## config.mk

```make
export PLATFORM = sky130hd
export DESIGN_NAME = sym_vn_lut_loader
export DESIGN_NICKNAME = d
export VERILOG_FILES = /design/src/rtl/sym_ib_pkg.sv /design/src/rtl/sym_vn_lut_wr_pipe.sv /design/src/rtl/sym_vn_lut_loader.sv
export SDC_FILE = /design/constraint.sdc
export NUM_CORES = 1
export LEC_CHECK = 0
export ABC_CLOCK_PERIOD_IN_PS = 1500
export BUFFER_PORTS_ARGS = -buffer_cell sky130_fd_sc_hd__buf_4
export CORE_ASPECT_RATIO = 2
export CORE_MARGIN = 2
export CORE_UTILIZATION = 44
export DETAILED_ROUTE_END_ITERATION = 12
export PLACE_DENSITY = 0.72
export SKIP_LAST_GASP = 1
export SLEW_MARGIN = 20
export SYNTH_ARGS = -nofsm -noshare
export SYNTH_HDL_FRONTEND = slang
export SYNTH_SLANG_ARGS = --single-unit
```

## constraint.sdc

```tcl
create_clock -name write_clk -period 1.5 [get_ports write_clk]
set_input_delay 0.225 -clock write_clk [delete_from_list [all_inputs] [get_ports write_clk]]
set_output_delay 0.225 -clock write_clk [all_outputs]
set_load 0.005 [all_outputs]
```

## src/rtl/sym_ib_pkg.sv

```systemverilog
// Shared definitions for the symmetric VN IB LUT bank: geometry and the loader state encoding.
package sym_ib_pkg;

  localparam int LUT_ADDR_W = 7;
  localparam int LUT_DATA_W = 4;
  localparam int LUT_DEPTH  = 128;

  typedef enum logic [1:0] {
    ST_IDLE  = 2'd0,
    ST_DRAIN = 2'd1,
    ST_LOAD  = 2'd2,
    ST_DONE  = 2'd3
  } lut_ld_state_e;

  // Only a load that has not yet presented its final write can be cancelled.
  function automatic logic ld_abortable(lut_ld_state_e s);
    return (s == ST_DRAIN) || (s == ST_LOAD);
  endfunction

endpackage

```

## src/rtl/sym_vn_lut_wr_pipe.sv

```systemverilog
// Registered LUT bank write stage: one-cycle latency from an accepted config word to the
// bank write port. A word accepted in the same cycle as an abort is dropped.
module sym_vn_lut_wr_pipe #(
  parameter int ADDR_W = 7,
  parameter int DATA_W = 4
) (
  input  logic              clk,
  input  logic              rstn,
  input  logic              hs,
  input  logic              abort,
  input  logic [ADDR_W-1:0] addr,
  input  logic [DATA_W-1:0] data,
  output logic              we,
  output logic [ADDR_W-1:0] write_addr,
  output logic [DATA_W-1:0] lut_in
);

  logic wr_ok;
  assign wr_ok = hs & ~abort;

  always_ff @(posedge clk or negedge rstn) begin
    if (!rstn) begin
      we         <= 1'b0;
      write_addr <= '0;
      lut_in     <= '0;
    end else begin
      we <= wr_ok;
      if (wr_ok) begin
        write_addr <= addr;
        lut_in     <= data;
      end
    end
  end

endmodule

```

## src/rtl/sym_vn_lut_loader.sv

```systemverilog
// Reload sequencer for one symmetric VN IB LUT bank. Optional SYM_VN_LUT_CHECKSUM_EN adds an
// unsigned-sum integrity check of the streamed entries before the bank is declared valid.
module sym_vn_lut_loader
  import sym_ib_pkg::*;
#(
  parameter int ADDR_W = LUT_ADDR_W,
  parameter int DATA_W = LUT_DATA_W,
  parameter int DEPTH  = LUT_DEPTH,
  parameter int ITER_W = 5
) (
  input  logic              write_clk,
  input  logic              rstn,
  input  logic              load_start,
  input  logic [ITER_W-1:0] load_iter,
  input  logic              load_abort,
  input  logic              rd_busy,
  input  logic              cfg_valid,
  input  logic [DATA_W-1:0] cfg_data,
  output logic              cfg_ready,
  output logic [ITER_W-1:0] cfg_iter,
  output logic [ADDR_W-1:0] cfg_addr,
  output logic              we,
  output logic [ADDR_W-1:0] write_addr,
  output logic [DATA_W-1:0] lut_in,
  output logic              rd_grant,
  output logic              load_busy,
  output logic              load_done,
  output logic              lut_valid
`ifdef SYM_VN_LUT_CHECKSUM_EN
  ,input  logic [DATA_W+ADDR_W-1:0] cfg_checksum
  ,output logic                     chk_err
`endif
);

  lut_ld_state_e     state, nxt;
  logic [ADDR_W-1:0] idx;
  logic              hs, abort_eff, last, start_acc, chk_ok;

  // Grant is a pure function of state, so it falls one cycle after load_start and any
  // read granted alongside load_start is covered by the DRAIN wait on rd_busy.
  assign rd_grant  = (state == ST_IDLE);
  assign load_busy = (state != ST_IDLE);
  assign cfg_ready = (state == ST_LOAD);
  assign load_done = (state == ST_DONE);
  assign cfg_addr  = idx;

  assign hs        = cfg_valid & cfg_ready;
  assign abort_eff = load_abort & ld_abortable(state);
  assign last      = (idx == ADDR_W'(DEPTH - 1));
  assign start_acc = (state == ST_IDLE) & load_start;

  always_comb begin
    nxt = state;
    case (state)
      ST_IDLE:  if (load_start) nxt = ST_DRAIN;
      ST_DRAIN: if (abort_eff) nxt = ST_IDLE;
                else if (!rd_busy) nxt = ST_LOAD;
      ST_LOAD:  if (abort_eff) nxt = ST_IDLE;
                else if (hs && last) nxt = ST_DONE;
      ST_DONE:  nxt = ST_IDLE;
      default:  nxt = ST_IDLE;
    endcase
  end

  always_ff @(posedge write_clk or negedge rstn) begin
    if (!rstn) begin
      state     <= ST_IDLE;
      idx       <= '0;
      cfg_iter  <= '0;
      lut_valid <= 1'b0;
    end else begin
      state <= nxt;
      if (start_acc) begin
        cfg_iter  <= load_iter;
        lut_valid <= 1'b0;
        idx       <= '0;
      end
      // Index parks on the last entry; it is never wrapped back onto live addresses.
      if (hs && !abort_eff && !last) idx <= idx + ADDR_W'(1);
      if (state == ST_DONE) lut_valid <= chk_ok;
    end
  end

`ifdef SYM_VN_LUT_CHECKSUM_EN
  localparam int CHK_W = DATA_W + ADDR_W;
  logic [CHK_W-1:0] sum;

  assign chk_ok = (sum == cfg_checksum);

  always_ff @(posedge write_clk or negedge rstn) begin
    if (!rstn) begin
      sum     <= '0;
      chk_err <= 1'b0;
    end else if (start_acc) begin
      sum     <= '0;
      chk_err <= 1'b0;
    end else begin
      if (hs) sum <= sum + CHK_W'(cfg_data);
      if (state == ST_DONE && !chk_ok) chk_err <= 1'b1;
    end
  end
`else
  assign chk_ok = 1'b1;
`endif

  sym_vn_lut_wr_pipe #(
    .ADDR_W (ADDR_W),
    .DATA_W (DATA_W)
  ) u_wr_pipe (
    .clk        (write_clk),
    .rstn       (rstn),
    .hs         (hs),
    .abort      (abort_eff),
    .addr       (idx),
    .data       (cfg_data),
    .we         (we),
    .write_addr (write_addr),
    .lut_in     (lut_in)
  );

endmodule

```

# After elaboration in Yosys (flattened, before gate mapping)
# Index checks and enable logic that the tools add are counted.
[op_classes]
addsub = 1
n_eq_ne = 7
mux = 10
bitwise_logic = 5
reduce_logical = 11
[op_table]
columns = ["cell", "count"]
rows = [
  ["two-way mux 7 bit", 2],
  ["two-way mux 2 bit", 5],
  ["one-hot mux 2 bit (4 select lines)", 1],
  ["adder 7 x 1 -> 7 bit, second input constant", 1],
  ["== test 7 bit, second input constant", 1],
  ["nonzero test 2 bit", 3],
  ["AND 1 bit", 4],
  ["== test 2 bit, second input constant", 2],
  ["logical AND 1 bit", 3],
  ["inequality test 3 x 1 -> 1 bit, second input constant", 1],
  ["inequality test 3 bit, second input constant", 1],
  ["AND reduction 3 bit", 1],
  ["== test 2 x 1 -> 1 bit, second input constant", 1],
  ["zero test 1 bit", 2],
  ["zero test 2 bit", 1],
  ["two-way mux 1 bit", 2],
  ["inequality test 2 bit, second input constant", 1],
  ["logical OR 1 bit", 1],
  ["inverter 1 bit", 1],
]
[totals]
regBits = 27
inputBits = 15
word_cells = 41

# Longest topological paths before layout
[logic_depth]
depth_word = 7
ltp_mapped = 8
ltp_nobuf = 7

# Hierarchy
# Synthesis repeated with hierarchy kept, for this count alone.
[unflattened]
hier_cells = 104
hier_area_um2 = 1338.8
[by_module_without_submodules]
columns = ["module", "n_inst", "cells_each", "area_each_um2"]
rows = [
  ["sym_vn_lut_loader", 1, 79, 847.1],
  ["sym_vn_lut_wr_pipe", 1, 25, 491.7],
]

# Worst setup path before layout
# No wires, ideal clock.
[synth_path]
kind = "reg2reg"
start = "register state[0]"
end = "register idx[3] (netlist: cfg_addr[3])"
t_arrival_ns = 1.450
required_ns = 1.374
setup_slack_ns = -0.076
path_stages_with_launch = 8
n_path_buf = 0
synth_period_minus_slack_ns = 1.576
cell_sequence = "dfrtp_1 -> inv_1 -> ha_1 -> nand2_1 -> nand3_2 -> clkinv_4 -> a21boi_4 -> a221o_1"
[synth_between]
elab_chain_len = 7
word_cells_on_any_way = 12
[synth_rtl]
columns = ["element", "line_no", "rtl"]
rows = [
  ["start, declared", "sym_vn_lut_loader.sv:35", "lut_ld_state_e state, nxt;"],
  ["start signal, assigned", "sym_vn_lut_loader.sv:72", "state <= nxt;"],
  ["== test 2 x 1 -> 1 bit or == test 2 bit (tied branches)", "sym_ib_pkg.sv:17, sym_vn_lut_loader.sv:43", ""],
  ["logical OR 1 bit", "sym_ib_pkg.sv:17", "return (s == ST_DRAIN) || (s == ST_LOAD);"],
  ["AND 1 bit", "sym_vn_lut_loader.sv:48", "assign abort_eff = load_abort & ld_abortable(state);"],
  ["zero test 1 bit", "sym_vn_lut_loader.sv:79", "if (hs && !abort_eff && !last) idx <= idx + ADDR_W'(1);"],
  ["logical AND 1 bit (2 in series)", "sym_vn_lut_loader.sv:79", ""],
  ["two-way mux 7 bit or nonzero test 2 bit (tied branches)", "n/a", ""],
  ["end signal, assigned", "sym_vn_lut_loader.sv:79", ""],
  ["end, declared", "sym_vn_lut_loader.sv:36", "logic [ADDR_W-1:0] idx;"],
]
# Several ways; a longest one is shown, not always the timed one.
# A chain may end at the register's enable or synchronous reset.

# Final worst setup path
# Same ends and word-level chain as after synthesis.

==> reports/qor.yml <==
status: "completed"
wire_per_inst_microns: 14.1
worstMarginPinSlew_ns: 0.339
async_flop_share_pct: 100
worstSetupStartpoint: "state[0]$_DFFE_PN0P_"
final_nets: 206
track_usage_pct: 18.1
rsz0062_at_grt: "yes"
final_area_sq_um: 1840
worstHoldStart: "cfg_data[2]"
grt.overflow.total: 0
grt_max_degree: 28
fin_cells: 213
post-synth-top-count-cell: "nand2_1"
dp.cells: 203
setup_violations: 0
yosys-top-cells-count: "nand2_1 (40), dfrtp_1 (27), ha_1 (6), inv_1 (6), mux2_2 (6)"
core_sq_um: 2770
start_util_pct: 46.0
place_ws_ns: -0.0169
numPortBuffers: 43
dieArea_sq_um: 3370
die_h_microns: 80.1
timing.final.crit_share_pct: 98.2
regToRegStartpoint: "state[0]$_DFFE_PN0P_"
cts_tree: "done"
setup_ws_ns: 0.0264
clk_latency_ns: 0.28
grt_antenna_before_repair: 0
dr.pass1.iters: 4
endpoint_kind: "flip-flop"
drc: 0
critical_path.max_fanout: 5
cp.required_ns: 1.66
synth-edff-count: 0
cts_max_path_buffers: 2
synth_fp_nets: 146
synth_area_leaders: "dfrtp_1 (53%), nand2_1 (12%), ha_1 (5.9%)"
clock_skew_ns: 0.00555
synth_top_cell_by_area: "dfrtp_1"
ant_nets: 0
ir_drop_mv: 1.04
synth.avg_cell_area_sq_um: 10.2
ys_seq_area_share_pct: 53.0
layout-drive-gt1-share_pct: 46.2
synth_cells: 125
hp-class: "in -> reg"
syn_area_sq_um: 1270
start_kind: "flip-flop"
leakagePower_nw: 0.976
fmax_ghz: 0.679
htree_levels: 1
synth_seq_cells: 27
crit_type: "reg -> reg"
grt_pass1_wl_microns: 4660
final_util_pct: 66.4
hold_viol_final: 0
clock-root-buffer: "clkbuf_8"
chipWidth_microns: 42.1
dp_hpwl_microns: 2230
wirelength_microns: 3000
grt_pass1_vias: 1082
slew_headroom_pct: 77.4
place_area_sq_um: 1700
ios: 44
area_growth_pct: 44.3
power_density_nw_per_um2: 1440
synth.distinct_cells: 35
drv_cap: 0
row_count: 27
gp_congestion: 0.822
arrival_ns: 1.63
drt-initial-drc-count: 19
synth_flop_cell: "dfrtp_1"
period_needed_ns: 1.47
cts_buffers: 3
via_count: 1076
hold_slack_ns: 0.131
via_per_inst: 5.05
antennaDiodeCount: 0
clk_pin_slew_ns: 0.09
fill_cells: 241
ys_warn_count: 0
clock-sinks: 27
synth_top_area_share_pct: 53.0
maxSlewViolCount: 0
## timing repair
item | in CTS | in global routing
pin swaps | 0 | 4
hold buffers | 1 | 0
setup buffers | 4 | 1
endpoints found under the setup margin | 2 | 9
resized for setup | 1 | 8
gates cloned | 0 | 0
hold endpoints to repair | 27 | 0
## path summary, 6_finish.rpt
| path | end | slack, ns | depth (start not counted) |
|---|---|---|---|
| min reg2reg | u_wr_pipe.lut_in[1]$_DFFE_PN0P_ | 0.48 | 2 |
| min | u_wr_pipe.lut_in[2]$_DFFE_PN0P_ | 0.13 | 3 |
| max | cfg_addr[3]$_DFFE_PN0P_ | 0.03 | 7 |
| min in group asynchronous | cfg_addr[5]$_DFFE_PN0P_ | 0.39 | 2 |
| max in group asynchronous | u_wr_pipe.lut_in[1]$_DFFE_PN0P_ | 0.86 | 2 |
| max reg2reg | cfg_addr[3]$_DFFE_PN0P_ | 0.03 | 7 |
## report_power, final
group          internal (mW)  switching [mW]
sequential             0.919           0.101
clock                  0.186           0.220
combinational          0.686           0.533
total                   1.79           0.855
## layer usage
metal	routed length (microns)	global-route usage, %
met1	1120	18.8
met2	1650	33.3
met3	146	2.70
met4	85	10.9
met5	0	0
## cell families after synthesis
group,Yosys count,synth area share [%]
AO/OA/AOI/OAI,15,9.52
adder cells (fa/ha/maj),6,5.89
XOR/XNOR,2,1.37
AND/OR/NAND/NOR,58,20.1
buffers and inverters,10,4.02
multiplexers,7,6.08
flip-flops,27,53.0
## per-stage QoR
stage                     setup TNS (ns)  total power [mW]
after global placement                 0              2.07
after floorplan                        0              1.56
after detailed placement         -0.0293              2.11
after CTS                              0              2.57
final                                  0              2.65
after global routing              -0.195              2.82
## sequential cells by signal (all words and copies together) (netlist names)
signal,flops
u_wr_pipe.write_addr,7
lut_valid,1
state,2
u_wr_pipe.we,1
cfg_iter,5
u_wr_pipe.lut_in,4
cfg_addr,7
## worst max-delay path, stage by stage (launching register included)
cell,delay [ns]
dfrtp_1,0.40
inv_2,0.12
ha_4,0.22
nand2_4,0.07
nand3_4,0.09
clkinv_4,0.08
a21boi_4,0.06
a221o_1,0.31
## cell usage in the layout, fill, tap and decap left out, drive strengths merged, types with 2 or more instances in the layout
master,netlist,layout
ha,6,6
inv,6,6
clkinv,1,2
or2,2,2
nand3,5,5
o21ai,3,3
buf,3,57
dfrtp,27,27
nand2,41,41
a22o,2,2
nor2,5,5
mux2,6,6
clkbuf,0,3
## final cells by class
class	count	area, sq um	share of cell area, %
clock inverter	1	5.00	0.272
timing repair buffer	58	438	23.8
tap	29	36.3	1.97
multi-input combinational	88	612	33.3
sequential	27	676	36.7
inverter	7	31.3	1.70
clock buffer	3	41.3	2.24
(Power assumes the default switching activity.)
